## config.mk

```make
export PLATFORM = sky130hd
export DESIGN_NAME = instruction_cache
export DESIGN_NICKNAME = d
export VERILOG_FILES = /design/src/rtl/instruction_cache.sv
export SDC_FILE = /design/constraint.sdc
export NUM_CORES = 1
export LEC_CHECK = 0
export CORE_MARGIN = 5
export CORE_UTILIZATION = 50
export DETAILED_ROUTE_END_ITERATION = 7
export HOLD_SLACK_MARGIN = 0.02
export PLACE_DENSITY_LB_ADDON = 0.08
export SLEW_MARGIN = 20
export SYNTH_ARGS = -nofsm -noshare
export SYNTH_HDL_FRONTEND = slang
export SYNTH_SLANG_ARGS = --single-unit
```

## constraint.sdc

```tcl
create_clock -name clock -period 23.8 [get_ports clock]
set_clock_uncertainty 0.15 [all_clocks]
set_input_delay 2.38 -clock clock [delete_from_list [all_inputs] [get_ports clock]]
set_output_delay 2.38 -clock clock [all_outputs]
set_load 0.02 [all_outputs]
```

## src/rtl/instruction_cache.sv

```systemverilog
// Direct-mapped instruction cache: NUM_SETS blocks of 16 bytes, read-only,
// zero-latency hits, block fill from a multi-beat instruction memory.
module instruction_cache #(
    parameter int NUM_SETS = 8
) (
    input  logic         clock,
    input  logic         reset,
    input  logic         read,
    input  logic [31:0]  address,
    output logic [31:0]  readdata,
    output logic         busywait,
    output logic         mem_read,
    output logic [27:0]  mem_address,
    input  logic [127:0] mem_readdata,
    input  logic         mem_busywait
);

    localparam int IDX   = $clog2(NUM_SETS);
    localparam int TAG_W = 28 - IDX;

    typedef enum logic [1:0] {
        IDLE     = 2'd0,
        MEM_READ = 2'd1,
        UPDATE   = 2'd2
    } state_t;

    state_t               state_r;
    state_t               state_next_s;

    logic [NUM_SETS-1:0]  valid_r;
    logic [TAG_W-1:0]     tag_r  [NUM_SETS];
    logic [127:0]         data_r [NUM_SETS];

    logic [IDX-1:0]       index_s;
    logic [TAG_W-1:0]     tag_s;
    logic [1:0]           word_s;
    logic [127:0]         block_s;
    logic                 hit_s;
    logic                 fill_s;
    logic                 unused_s;

    assign index_s     = address[4 +: IDX];
    assign tag_s       = address[31:4+IDX];
    assign word_s      = address[3:2];
    assign block_s     = data_r[index_s];
    assign hit_s       = valid_r[index_s] && (tag_r[index_s] == tag_s);
    // The block is captured only in UPDATE: the final byte from memory lands
    // on the edge that leaves MEM_READ, so it is not stable until then.
    assign fill_s      = (state_r == UPDATE);
    assign mem_address = address[31:4];
    assign unused_s    = ^address[1:0];

    // FSM state register; reset aborts any fill in progress immediately.
    always_ff @(posedge clock or posedge reset) begin
        if (reset) begin
            state_r <= IDLE;
        end else begin
            state_r <= state_next_s;
        end
    end

    // Valid bits: cleared on reset, set for the indexed set when a fill completes.
    always_ff @(posedge clock or posedge reset) begin
        if (reset) begin
            valid_r <= {NUM_SETS{1'b0}};
        end else if (fill_s) begin
            valid_r[index_s] <= 1'b1;
        end else begin
            valid_r <= valid_r;
        end
    end

    // Tag and data storage; a fill simply overwrites the set (no write-back).
    always_ff @(posedge clock) begin
        if (fill_s) begin
            tag_r[index_s]  <= tag_s;
            data_r[index_s] <= mem_readdata;
        end
    end

    // Next-state and handshake outputs; busywait stays high for the whole fill
    // even if the CPU drops read, so the fill always completes.
    always_comb begin
        state_next_s = state_r;
        busywait     = 1'b0;
        mem_read     = 1'b0;
        case (state_r)
            IDLE: begin
                if (read && !hit_s) begin
                    busywait     = 1'b1;
                    state_next_s = MEM_READ;
                end else begin
                    busywait     = 1'b0;
                    state_next_s = IDLE;
                end
            end
            MEM_READ: begin
                mem_read = 1'b1;
                busywait = 1'b1;
                if (!mem_busywait) begin
                    state_next_s = UPDATE;
                end else begin
                    state_next_s = MEM_READ;
                end
            end
            UPDATE: begin
                busywait     = 1'b1;
                state_next_s = IDLE;
            end
            default: begin
                state_next_s = IDLE;
            end
        endcase
    end

    // Word select within the indexed block.
    always_comb begin
        readdata = 32'd0;
        case (word_s)
            2'd0:    readdata = block_s[31:0];
            2'd1:    readdata = block_s[63:32];
            2'd2:    readdata = block_s[95:64];
            2'd3:    readdata = block_s[127:96];
            default: readdata = 32'd0;
        endcase
    end

endmodule
```

======== After elaboration in Yosys (flattened, before gate mapping) ========
Memories as Yosys holds them, arrays and structs flattened.
Index checks and enable logic that the tools add are counted.
storage, ports and cells
  flip-flop bits (word level) ............. 10
  memory bits (writable) .................. 1,224
  bits of input ports ..................... 164
  output and inout bits ................... 62
  word-level logic and storage cells ...... 33
  memories ................................ 2
operators by class
  magnitude comparators ................... 2
  eq/ne operators ......................... 6
  multiplexer cells ....................... 13
  bitwise gates (word level) .............. 1
  reduce and logical (&&, ||, !) cells .... 7
memories
  name    depth  width  read ports  clocked after memory_dff  wr ports  RTL line  RTL
  data_r  8      128    1           0                         1         32        logic [127:0] data_r [NUM_SETS];
  tag_r   8      25     1           0                         1         31        logic [TAG_W-1:0] tag_r [NUM_SETS];
operators by type and width
  kind                number
  $pmux 32 s4         1
  $eq 25x25->1        1
  $or 8x8->8          1
  $mux 1              7
  $eq 2x2->1 const B  3
  $eq 2x1->1 const B  2
  $logic_not 2->1     2
  $lt 3x4->1 const B  1
  $pmux 2 s2          1
  $bmux 1 s3          1
  $demux 1 s3         1
  $ge 3x1->1 const B  1
  $logic_and 1x1->1   3
  $mux 2              1
  $pmux 1 s2          1
  $reduce_or 2->1     1
  $logic_not 1->1     1

======== Depth between registers and ports, before layout ========
  word-level depth ........................ 7
  depth in mapped cells ................... 11
  depth with buffers taken out ............ 7

======== Worst setup path after synthesis ========
No wires, ideal clock.
  kind .................................... input to register
  start point ............................. in address[4]
  end point ............................... reg valid_r[5]
  setup time .............................. 0.106 ns
  data arrival time ....................... 10.798 ns
  required time ........................... 23.544 ns
  setup slack ............................. 12.746 ns
  stages .................................. 10
  path buffers ............................ 7
  cells stage by stage .................... buf_6 > buf_8 > buf_8 > buf_4 > buf_4 > buf_4 > buf_4 > nand2_1 > nor2_1 > or2_2
between the ends
  cells in the longest elaborated chain, start to end .. 5
  elaborated cells between the ends (all ways) .. 6
  classes of those cells .................. 2 x order compare; 2 x mux; 1 x bitwise; 1 x reduce/logical
ends and longest elaborated chain
  element                                                                RTL line  RTL
  start: declaration                                                     9         input logic [31:0] address,
  $lt 3x4->1 (implied by the code) / $ge 3x1->1 (equally long branches)  67        valid_r[index_s] <= 1'b1;
  $logic_and 1x1->1 (implied by the code)                                67
  $mux 1 (implied by the code)                                           67
  $demux 1 s3 (*)                                                        67
  $or 8x8->8 (no line) (*)                                               n/a
  end signal: assignment                                                 65        valid_r <= {NUM_SETS{1'b0}};
  end signal: assignment                                                 69        valid_r <= valid_r;
  end: declaration                                                       30        logic [NUM_SETS-1:0] valid_r;
Mark *: on every way between the ends. The rest lies on a longest branch, timed or not.
A chain may end at the register's enable or synchronous reset.

======== Worst setup path in the final report ========
  start point ............................. in address[5]
  end point ............................... out busywait
between the ends
  cells in the longest elaborated chain, start to end .. 7
  elaborated cells between the ends (all ways) .. 9
  classes of those cells .................. 1 x eq/ne; 4 x mux; 3 x reduce/logical; 1 x memory
ends and longest elaborated chain
  element                                            RTL line  RTL
  $mem_v2 8x25 / $bmux 1 s3 (equally long branches)  n/a
  $eq 25x25->1 / $mux 1 (equally long branches)      46        assign hit_s = valid_r[index_s] && (tag_r[index_s] == tag_s);
  $logic_and 1x1->1 (*)                              46
  $logic_not 1->1 (*)                                89        if (read && !hit_s) begin
  $logic_and 1x1->1 (*)                              89
  $mux 1 (*)                                         89
  $pmux 1 s2 (*)                                     87        case (state_r)
  end: declaration                                   11        output logic busywait,
Mark *: on every way between the ends. The rest lies on a longest branch, timed or not. The select of a mux whose other input is x is not followed.

==> results.cfg <==
[grt]
gr-max-usage-layer = met2
grt_start_max_net_pins = 134
grt_pass1_vias = 22393
use_met2_pct = 32.3
antenna_found_initial = 19
met3_usage_pct = 4.46
grt.overflow.total = 0
grt_pass1_wl_um = 149000
grt_use_met1_pct = 28.1
grt.total_usage_pct = 19.9

[synth]
yosysUniqueCellTypes = 32
synth_seq_cells = 1234
yosys_warnings = 0
syn_nets = 2120
netlist_instances = 1952
post_synth.cell_area_avg_um2 = 24.3
ys_seq_area_share_pct = 78.0
syn-cell-area_um2 = 47400

[critical_path]
critical_path_class = in -> out
worstPathRequired_ns = 21.27
crit_arrival_ns = 6.51
path_max_fanout = 82
critPathLaunchType = input pin
endpoint_kind = primary output

[floorplanning]
io_pins = 226
die-area_um2 = 101000
core_um2 = 94600
die_w_um = 318
fp-row-count = 113
dieHeight_um = 318
initial_core_util_pct = 50.1

[detailed_routing]
drt_iter0_drc = 1748
drc = 0
vias_per_cell = 5.80
num_vias = 20805
post_drt_wl_per_cell_um = 27.7
drtAntennaViolNets = 0
drt_first_pass_iters = 8
totalWireLength_um = 99600

[cts]
cts-buffers-inserted = 132
post_cts_buffers = 0
tritoncts = done
cts.repair.resized = 0
clockBufferDepth = 3
worst_skew_pair.late_latency_ns = 0.70
root_buffer = clkbuf_16
htreeDepth = 4
ctsHoldBuffers = 0
clock_sinks = 1234
path_clk_slew_ns = 0.06

[pwr]
power_leakage_nw = 17.3
p_clk_share_pct = 41.4
p_per_area_nw_per_um2 = 85.1
power_frac_seq_pct = 52.3
swShare_pct = 20.3
power.net_switching_w = 0.000951
p_int_w = 0.00372
p_comb_share_pct = 6.3
ir_drop_mv = 0.0691

[sta]
drv_slew = 0
tightest_slew_ns = 1.09
setup_viol = 0
min_period_over_period_pct = 38.0
finalHoldViolCount = 0
period_minus_slack_ns = 9.04
slew_headroom_pct = 27.1
fin_ws_ns = 14.76
max_freq_mhz = 111
rsz0062_at_grt = false
fin_setup_tns_ns = 0

[flow_run]
drv_cap = 0

[placed_design]
io_buffers = 223
place_congestion = 0.694
place_hpwl_um = 52500
dp_slack_ns = 14.58
place_area_um2 = 50800

[finish]
fill_cells = 6744
final_core_util_pct = 58.1
design_area_um2 = 55000
drive_above_1_share_pct = 25.6
fin_nets = 2388
syn2layout_area_growth_pct = 15.9

[min_path]
min_path_type = reg -> reg

[run_status]
status = complete, no violations
[synthesized netlist by cell type (all sizes together)]
master / n / share of area, %
nand2: 24 / 0.19
mux2: 34 / 0.81
a2111oi: 1 / 0.018
xnor2: 15 / 0.28
nand4: 5 / 0.066
o22ai: 18 / 0.24
nor4: 1 / 0.013
dfrtp: 10 / 0.53
or2: 9 / 0.12
a31oi: 1 / 0.013
inv: 5 / 0.040
mux4: 340 / 16
o221ai: 1 / 0.018
a311oi: 1 / 0.018
a221oi: 4 / 0.074
edfxtp: 1224 / 78
and3: 1 / 0.013
a21oi: 18 / 0.19
mux2i: 64 / 1.4
clkbuf: 28 / 0.22
ha: 4 / 0.11
buf: 95 / 1.4
nand2b: 15 / 0.20
xor2: 9 / 0.17
nor2b: 2 / 0.026
a22oi: 1 / 0.016
nor2: 22 / 0.17
[power groups by stage]
stage               registers [W]  clock network, W  logic, W
finish                    0.00245           0.00194  0.000293
global route              0.00245           0.00208  0.000315
CTS                       0.00245           0.00198  0.000300
detailed placement        0.00249                 0  0.000299
global placement          0.00249                 0  0.000294
floorplan                 0.00250                 0  0.000173
[state kept, by name, summed over array words and instances, names as in the netlist]
register,flops
data_r,1024
tag_r,200
valid_r,8
state_r,2
[layer usage]
metal,part of all wire [%],routed length [um],up-vias
li1,-,-,8906
met1,43,43100,11230
met2,49,49000,484
met3,5.5,5520,165
met4,1.8,1770,20
met5,0.14,138,-
[area by class of cell]
class	instances	area, um^2	area share [%]
Timing Repair Buffer	257	2540	4.62
Clock buffer	169	3610	6.57
Tap cell	1265	1580	2.88
Inverter	5	18.8	0.0342
Antenna cell	7	17.5	0.0319
Clock inverter	62	495	0.902
Sequential cell	1234	37000	67.3
Multi-Input combinational cell	590	9680	17.6
[per-stage QoR]
step / total power (W) / instances / hold slack, ns
floorplan: 0.00267 / 1952 / 0.284
global placement: 0.00278 / 3351 / 0.296
detailed placement: 0.00279 / 3351 / 0.303
CTS: 0.00473 / 3582 / 0.315
global route: 0.00484 / 3582 / 0.334
finish: 0.00467 / 3589 / 0.315
[layout by cell type, fill, tap and decap left out, types with 7 or more instances in the layout]
master and count:
mux2i_1 64, buf_4 31, clkinv_1 31, nor2_4 8, diode_2 7, a21oi_1 18
nand2b_1 15, mux2_2 34, edfxtp_1 1224, xor2_1 9, nand2_1 24, clkbuf_1 29
clkbuf_16 140, nor2_1 14, mux4_1 7, xnor2_1 15, or2_2 9, mux4_2 333
dfrtp_1 10, bufinv_16 8, clkinv_2 18, o22ai_1 18, clkdlybuf4s50_1 218
[worst paths after layout]
| path | from | end | slack (ns) | depth (start not counted) |
|---|---|---|---|---|
| max in group asynchronous | reset | valid_r[0]$_DFFE_PP0P_ | 21.38 | 2 |
| setup reg to reg | state_r[0]$_DFF_PP0_ | data_r[2][1]$_DFFE_PP_ | 19.91 | 6 |
| min in group asynchronous | reset | valid_r[7]$_DFFE_PP0P_ | 1.81 | 2 |
| hold / removal | valid_r[2]$_DFFE_PP0P_ | valid_r[2]$_DFFE_PP0P_ | 0.31 | 1 |
| setup / recovery | address[5] | busywait | 14.76 | 9 |
| hold reg to reg | valid_r[2]$_DFFE_PP0P_ | valid_r[2]$_DFFE_PP0P_ | 0.31 | 1 |
[kinds of logic after synthesis]
kind of cell             count (synthesis)  share of synthesized area (%)
buffers and inverters                  128                           1.66
AO/OA/AOI/OAI                           45                          0.586
multiplexers                           438                           18.4
AND/OR/NAND/NOR                         79                          0.800
XOR/XNOR                                24                          0.443
adder cells (fa/ha/maj)                  4                          0.106
flip-flops                            1234                           78.0
[critical path, cell delays in order]
cell and delay (ns):
buf_8 0.60, buf_4 0.81, mux4_2 0.60, mux2i_1 0.18, xor2_1 0.21, nand4_1 0.19
nor4_1 0.62, a311oi_1 0.18, clkdlybuf4s50_1 0.58
Note: power is estimated with default switching activity, not from simulation.
